File: config.mk
export PLATFORM = sky130hd
export DESIGN_NAME = send_arbiter
export DESIGN_NICKNAME = d
export VERILOG_FILES = /design/src/rtl/send_arb_pkg.sv /design/src/rtl/send_arbiter_rr_pick.sv /design/src/rtl/send_arbiter.sv
export SDC_FILE = /design/constraint.sdc
export NUM_CORES = 1
export LEC_CHECK = 0
export CAP_MARGIN = 10
export CORE_ASPECT_RATIO = 1.75
export CORE_MARGIN = 10
export CORE_UTILIZATION = 45
export DETAILED_ROUTE_END_ITERATION = 12
export PLACE_DENSITY = 0.78
export SLEW_MARGIN = 20
export SYNTH_ARGS = -nofsm -noshare
export SYNTH_HDL_FRONTEND = slang
export SYNTH_SLANG_ARGS = --single-unit
File: constraint.sdc
create_clock -name clk -period 2.5 [get_ports clk]
set_input_delay 0.375 -clock clk [delete_from_list [all_inputs] [get_ports clk]]
set_output_delay 0.375 -clock clk [all_outputs]
set_load 0.05 [all_outputs]
File: src/rtl/send_arb_pkg.sv
// Shared encodings and sizing helpers for the send-path arbiter and its
// round-robin picker.
package send_arb_pkg;

  typedef enum logic [1:0] {
    IDLE   = 2'd0,
    STREAM = 2'd1,
    COMMIT = 2'd2
  } arb_state_t;

  localparam int LEN_BITS_DEFAULT = 7;
  localparam int MAXLEN = (1 << LEN_BITS_DEFAULT) - 1;

  function automatic int idx_width(input int nreq);
    return (nreq > 1) ? $clog2(nreq) : 1;
  endfunction

  function automatic int max_len(input int len_bits);
    return (1 << len_bits) - 1;
  endfunction

endpackage

File: src/rtl/send_arbiter_rr_pick.sv
// Combinational round-robin selector: first requester at or after ptr,
// searching cyclically. Returns one-hot, index and a valid flag.
module rr_pick
  import send_arb_pkg::*;
#(
  parameter int NREQ = 4,
  parameter int IW   = idx_width(NREQ)
) (
  input  logic [NREQ-1:0] req,
  input  logic [IW-1:0]   ptr,
  output logic [NREQ-1:0] pick_onehot,
  output logic [IW-1:0]   pick_idx,
  output logic            pick_valid
);

  logic [IW-1:0] cand;

  // Walk from farthest to nearest so the nearest hit wins.
  always_comb begin
    pick_onehot = '0;
    pick_idx    = '0;
    pick_valid  = 1'b0;
    cand        = '0;
    for (int k = NREQ - 1; k >= 0; k--) begin
      cand = IW'((int'(ptr) + k) % NREQ);
      if (req[cand]) begin
        pick_onehot       = '0;
        pick_onehot[cand] = 1'b1;
        pick_idx          = cand;
        pick_valid        = 1'b1;
      end
    end
  end

endmodule

File: src/rtl/send_arbiter.sv
// Round-robin arbiter streaming whole packets from NREQ producers into the
// framing ring/length FIFO. Optional stall timeout: SEND_ARB_TIMEOUT_EN.
module send_arbiter
  import send_arb_pkg::*;
#(
  parameter int NREQ     = 4,
  parameter int LEN_BITS = 7,
  parameter int TIMEOUT  = 4800
) (
  input  logic                clk,
  input  logic                rst_n,
  input  logic [NREQ-1:0]     req,
  input  logic [NREQ*8-1:0]   req_data,
  input  logic [NREQ-1:0]     req_valid,
  input  logic [NREQ-1:0]     req_last,
  output logic [NREQ-1:0]     req_ready,
  output logic [NREQ-1:0]     grant,
  output logic [7:0]          send_ring_data,
  output logic                send_ring_wr_en,
  input  logic                send_ring_full,
  output logic [LEN_BITS-1:0] send_fifo_data,
  output logic                send_fifo_wr_en,
  input  logic                send_fifo_full,
  output logic                busy,
  output logic                overlen_err,
  output logic                timeout_err
);

  localparam int IW      = idx_width(NREQ);
  localparam int MAX_LEN = (LEN_BITS == LEN_BITS_DEFAULT) ? MAXLEN : max_len(LEN_BITS);

  if (NREQ < 2 || NREQ > 8 || LEN_BITS < 2 || TIMEOUT < 1) begin : g_bad_params
    $error("send_arbiter: unsupported parameter set");
  end

  arb_state_t          state;
  logic [IW-1:0]       gidx;
  logic [IW-1:0]       rr_ptr;
  logic [IW-1:0]       rr_next;
  logic [LEN_BITS-1:0] len;
  logic [LEN_BITS-1:0] len_inc;
  logic                at_cap;

  logic [NREQ-1:0]     pick_oh;
  logic [IW-1:0]       pick_idx;
  logic                pick_valid;

  logic                streaming;
  logic                g_valid;
  logic                g_last;
  logic                accept;
  logic                stall_tc;

  rr_pick #(
    .NREQ (NREQ),
    .IW   (IW)
  ) u_pick (
    .req         (req),
    .ptr         (rr_ptr),
    .pick_onehot (pick_oh),
    .pick_idx    (pick_idx),
    .pick_valid  (pick_valid)
  );

  assign streaming       = (state == STREAM);
  assign g_valid         = req_valid[gidx];
  assign g_last          = req_last[gidx];
  assign accept          = streaming && g_valid && !send_ring_full;
  assign send_ring_wr_en = accept;
  assign send_ring_data  = req_data[{gidx, 3'b000} +: 8];
  assign send_fifo_wr_en = (state == COMMIT) && !send_fifo_full;
  assign busy            = (state != IDLE);

  assign rr_next = (gidx == IW'(NREQ - 1)) ? '0 : gidx + 1'b1;
  assign len_inc = len + 1'b1;
  assign at_cap  = (len == LEN_BITS'(MAX_LEN - 1));

  always_comb begin
    req_ready = '0;
    if (streaming && !send_ring_full) req_ready[gidx] = 1'b1;
  end

`ifdef SEND_ARB_TIMEOUT_EN
  localparam int TW = $clog2(TIMEOUT + 1);

  logic [TW-1:0] stall_cnt;

  // Down-counter reloads on every accepted byte and while not streaming.
  always_ff @(posedge clk or negedge rst_n) begin
    if (!rst_n) begin
      stall_cnt <= '0;
    end else if (!streaming || accept) begin
      stall_cnt <= TW'(TIMEOUT - 1);
    end else if (stall_cnt != '0) begin
      stall_cnt <= stall_cnt - 1'b1;
    end
  end

  assign stall_tc = streaming && !accept && (stall_cnt == '0);

  always_ff @(posedge clk or negedge rst_n) begin
    if (!rst_n) begin
      timeout_err <= 1'b0;
    end else if (stall_tc) begin
      timeout_err <= 1'b1;
    end
  end
`else
  assign stall_tc    = 1'b0;
  assign timeout_err = 1'b0;
`endif

  always_ff @(posedge clk or negedge rst_n) begin
    if (!rst_n) begin
      state          <= IDLE;
      grant          <= '0;
      gidx           <= '0;
      len            <= '0;
      rr_ptr         <= '0;
      send_fifo_data <= '0;
      overlen_err    <= 1'b0;
    end else begin
      case (state)
        IDLE: begin
          if (pick_valid) begin
            grant <= pick_oh;
            gidx  <= pick_idx;
            len   <= '0;
            state <= STREAM;
          end
        end
        STREAM: begin
          if (accept) begin
            len <= len_inc;
            // A full-length packet is closed even without last; the
            // remainder becomes the requester's next packet.
            if (g_last || at_cap) begin
              send_fifo_data <= len_inc;
              state          <= COMMIT;
              if (!g_last) overlen_err <= 1'b1;
            end
          end else if (stall_tc) begin
            if (len == '0) begin
              grant  <= '0;
              rr_ptr <= rr_next;
              state  <= IDLE;
            end else begin
              send_fifo_data <= len;
              state          <= COMMIT;
            end
          end
        end
        COMMIT: begin
          if (!send_fifo_full) begin
            grant  <= '0;
            rr_ptr <= rr_next;
            len    <= '0;
            state  <= IDLE;
          end
        end
        default: begin
          grant <= '0;
          state <= IDLE;
        end
      endcase
    end
  end

endmodule

* Yosys cells after proc, flatten, opt, wreduce, memory -nomap -nowiden
Cells that the tools add are included.
** Storage, ports and cells
- Register bits after elaboration :: 25
- Bits of input ports :: 48
- Output and inout bits :: 28
** Cells by class
- Add/subtract/negate cells :: 5
- $lt $le $gt $ge :: 10
- Equal/unequal tests :: 8
- Shift-type cells :: 1
- Muxes and demuxes :: 48
- Bitwise gates (word level) :: 3
- Reduce and logical (&&, ||, !) cells :: 22
** Operators by type and width (count)
- $shiftx 32x6->8 :: 1
- $mux 4 :: 7
- $mux 7 :: 3
- $pmux 7 s3 :: 1
- $mux 2 :: 9
- $lt 2x3->1 const B :: 5
- $mux 1 :: 15
- $bmux 1 s2 :: 6
- $pmux 4 s3 :: 1
- $reduce_and 4->1 :: 3
- $demux 1 s2 :: 5
- $ge 2x1->1 const B :: 5
- $logic_and 1x1->1 :: 9
- $add 7x1->7 const B :: 1
- $eq 7x7->1 const B :: 1
- $ne 2x2->1 const B :: 3
- $pmux 2 s3 :: 1
- $reduce_and 3->1 :: 2
- $add 2x1->2 const B :: 2
- $add 2x2->2 const B :: 2
- $eq 2x2->1 const B :: 2
- $reduce_and 2->1 :: 2
- $not 1->1 :: 3
- $reduce_bool 3->1 :: 1
- other kinds (6) :: 7

* Longest topological paths before layout
- Depth in word-level cells :: 11
- Depth in mapped cells :: 8
- Gate-level depth less buffers :: 7

* By module
A second synthesis with hierarchy kept.
** Unflattened totals
- Cells, all modules :: 196
- Area total of the unflattened synthesis :: 2043.2 µm²
** Modules (own cells, without submodules)
- send_arbiter :: instances 1, cells each 135, area each 1534.0 µm²
- rr_pick :: instances 1, cells each 61, area each 509.2 µm²

* Least setup slack after synthesis
Ideal clock, no wire load.
- Kind :: register to register
- From :: register rr_ptr[0]
- To :: register gidx[0]
- Setup time :: 0.080 ns
- Arrival :: 2.108 ns
- Required time :: 2.420 ns
- Setup slack :: 0.311 ns
- Cell stages (with the launch flop) :: 9
- Buffers on the path :: 1
- Clock period less this slack :: 2.189 ns
- Cells stage by stage :: dfrtp_1 buf_4 inv_1 ha_1 mux4_2 a21o_1 nor2_4 or4_1 o211ai_2
** Between the ends
- Longest elaborated chain between the ends :: 8
- Elaborated cells between the ends (all ways) :: 20
** Ends and longest elaborated chain
- start, declared :: RTL line send_arbiter.sv:38 : logic [IW-1:0] rr_ptr;
- start signal, assigned :: RTL line send_arbiter.sv:145 : rr_ptr <= rr_next;
- start signal, assigned :: RTL line send_arbiter.sv:156 : rr_ptr <= rr_next;
- $add 2x2->2 :: RTL line send_arbiter_rr_pick.sv:25 : cand = IW'((int'(ptr) + k) % NREQ);
- $bmux 1 s2 :: RTL line send_arbiter_rr_pick.sv:26 : if (req[cand]) begin
- $mux 1 (implied by the code) :: RTL line send_arbiter_rr_pick.sv:26
- $mux 1 (4 in a row) :: RTL line send_arbiter_rr_pick.sv:26
- $reduce_and 2->1 (no source line)
- end signal, assigned :: RTL line send_arbiter.sv:127 : gidx <= pick_idx;
- end, declared :: RTL line send_arbiter.sv:37 : logic [IW-1:0] gidx;
Several ways; a longest one is shown, not always the timed one. The select of a mux whose other input is x is not followed.
A chain may end at the register's enable or synchronous reset.

* Worst setup path in the final report
- From :: input send_ring_full
- To :: output send_ring_wr_en
** Between the ends
- Longest elaborated chain between the ends :: 2
** Ends and longest elaborated chain
- start, declared :: RTL line send_arbiter.sv:20 : input logic send_ring_full,
- $logic_not 1->1 :: RTL line send_arbiter.sv:68 : assign accept = streaming && g_valid && !send_ring_full;
- $logic_and 1x1->1 :: RTL line send_arbiter.sv:68
- end, declared :: RTL line send_arbiter.sv:19 : output logic send_ring_wr_en,
Every way passes these cells.

==> metrics <==
worst vdd ir 0.000829 V; GR Layer Usage met1 between 10% and 20%; Setup TNS 0 ns; post-synthesis sequential area ratio 30.7%; I/O pins 76; largest net degree at the start of global routing 26; Root Driver clkbuf_8; CTS tree built; part of the cycle the worst path needs between 80% and 90%; die height 109 um; Post-synth EDFFs 0; Yosys cell types between 40 and 50; layout cell share with drive strength beyond 1 19.3%; Final setup viols 0; Leak around 1.2 nW; fillers roughly 370; Req. time, crit path 2.12 ns; RSZ-0062 raised after global routing no; Storage cell area between 600 and 700 um^2; WL per Instance between 15 and 20 um; CTS H-Tree Depth 1; CTS Buffer Depth 2; Overall Global Routing Usage 14.5%; critical path launch point type input pin; status finished clean; Hold WC Path Type in -> async; Pins Over Slew Limit 0; commonest cells after routing, fill and taps aside 60 x clkdlybuf4s50_1, 25 x dfrtp_1, 19 x nand2_1, 19 x buf_4; GR Overflow Total 0; reg2reg path depth 7; Num CTS Buffers 3; P per Cell Area 1160 mW/mm^2; GP Congestion 0.912; Setup Buffers After CTS 0; final hold vios 0; synth-to-layout area growth 43.7%; number of synthesis warnings 0; syn_area_per_cell 10.4 um^2; dominant synthesized flop cell dfrtp_1; commonest non-fill, non-tap cell in the layout clkdlybuf4s50_1; Nets 338; antenna cells 0; vias per cell approximately 5.5; mapped cell area a little over 0.002 mm^2; met2 usage 28.9%; worst-path fanout max 5; CTS hold repair buffers 0; met3 Use GR between 2 and 3%; clk_lat worst skew 0.27 ns; via total after detailed routing ~1.8k; # DRC 0; Final Util 66.5%; Sink Count 25; drt pass-1 iters 4; asr flop ratio synth 100%; Final Skew 0.00240 ns; initial antenna violation count 0; IO Port Bufs 74; vias in the first global route 1955; most used routing layer met2; Max Clk Rate roughly 460 MHz; Total Die Area ~0.0077 mm^2; Antenna Violating Nets Remaining 0; Post-Syn Nets 259; Final HPWL DP 4950 um; Reg clk slew, reported paths about 0.09 ns; first-pass GRT wire length 9400 um; max_cap viols 0; Gate Count Post-Synth 197; Critical Path End Type output pin; DR iter-0 viols 98; arrival time at the worst endpoint 1.79 ns; register bit total from synthesis 25; Initial Utilization 46.3%; cell row count 32; relative slew slack 65.0%; critical path type in -> out; worst-margin pin slew 0.510 ns; die width 70.9 um; Core ar. 0.00440 mm^2; WL final 5780 um; CTS resizes 0; crit path time final 2.17 ns; multi-input logic area 0.00130 mm^2
==> per-layer routing <==
metal / vias to the layer above / wire length [um]
met3: 13 / 210
met5: - / 0
met1: 878 / 2060
li1: 879 / -
met4: 0 / 115
met2: 35 / 3390
==> power by group <==
part / total (W) / leakage [nW] / switching, W / internal [W]
clock: 0.000240 / 0.0228 / 0.000126 / 0.000114
sequential: 0.000656 / 0.319 / 0.000128 / 0.000528
combinational: 0.00251 / 0.904 / 0.00147 / 0.00104
total: 0.00340 / 1.25 / 0.00172 / 0.00168
==> cells in the mapped netlist, types with 3 or more instances <==
cell type / count / share of area [%]
inv_1: 8 / 1.5
ha_1: 14 / 8.6
buf_4: 4 / 1.5
mux4_2: 11 / 12
a221oi_2: 4 / 2.9
xor2_1: 3 / 1.3
a221oi_1: 4 / 1.7
nand2_1: 19 / 3.5
a21oi_1: 3 / 0.74
o21ai_1: 5 / 1.2
o31ai_1: 3 / 1.1
mux2_1: 6 / 3.3
mux2i_1: 5 / 2.5
and2_1: 5 / 1.5
o21ai_0: 14 / 3.4
nand3b_1: 5 / 1.8
dfrtp_1: 25 / 31
a31o_1: 4 / 1.7
nor2_1: 9 / 1.7
nand2b_1: 6 / 1.8
nor3_1: 4 / 0.98
buf_6: 3 / 1.7
==> path summary, 6_finish.rpt <==
kind / startpoint / end / slack (ns)
max: send_ring_full / send_ring_wr_en / 0.33
min: rst_n / len[3] / 0.46
max reg2reg: rr_ptr[1] / gidx[0] / 0.38
min reg2reg: overlen_err / overlen_err / 0.46
max in group asynchronous: rst_n / overlen_err / 1.79
min in group clk: overlen_err / overlen_err / 0.46
==> critical path: stages <==
cell and delay, ns:
clkdlybuf4s50_1 0.42, nor3b_1 0.38, nand2_1 0.22, inv_1 0.23, buf_12 0.17
==> metrics by stage <==
| step | total power [W] | area [um^2] | hold WS [ns] | worst slack [ns] | std cells |
|---|---|---|---|---|---|
| after global routing | 0.00363 | 2930 | 0.503 | 0.197 | 326 |
| final | 0.00340 | 2930 | 0.461 | 0.330 | 326 |
| after detailed placement | 0.00318 | 2890 | 0.445 | 0.168 | 322 |
| after global placement | 0.00313 | 2890 | 0.444 | 0.233 | 322 |
| after floorplan | 0.00241 | 2040 | 0.0794 | 0.311 | 197 |
| after CTS | 0.00342 | 2930 | 0.464 | 0.326 | 326 |
==> kinds of logic after synthesis <==
group | after synthesis | synth area share (%)
buffers and inverters | 19 | 5.46
adders and majority gates | 14 | 8.59
and+or+nand+nor | 61 | 16.2
other | 1 | 0.184
muxes | 24 | 19.0
DFF | 25 | 30.7
AOI/OAI and AO/OA | 48 | 17.7
xor gates and xnor gates | 5 | 2.15
==> registers in the layout, indices dropped and copies added, names as in the netlist <==
| register | flops |
|---|---|
| state | 2 |
| gidx | 2 |
| overlen_err | 1 |
| grant | 4 |
| len | 7 |
| rr_ptr | 2 |
| send_fifo_data | 7 |
==> layout make-up <==
cell class / instances / area share, %
sequential: 25 / 21.3
clock buffer: 4 / 1.54
tap: 51 / 2.18
multi-input combinational: 153 / 44.4
inverter: 8 / 1.02
timing repair buffer: 85 / 29.5
No activity file was read; power rests on OpenSTA's default activity.
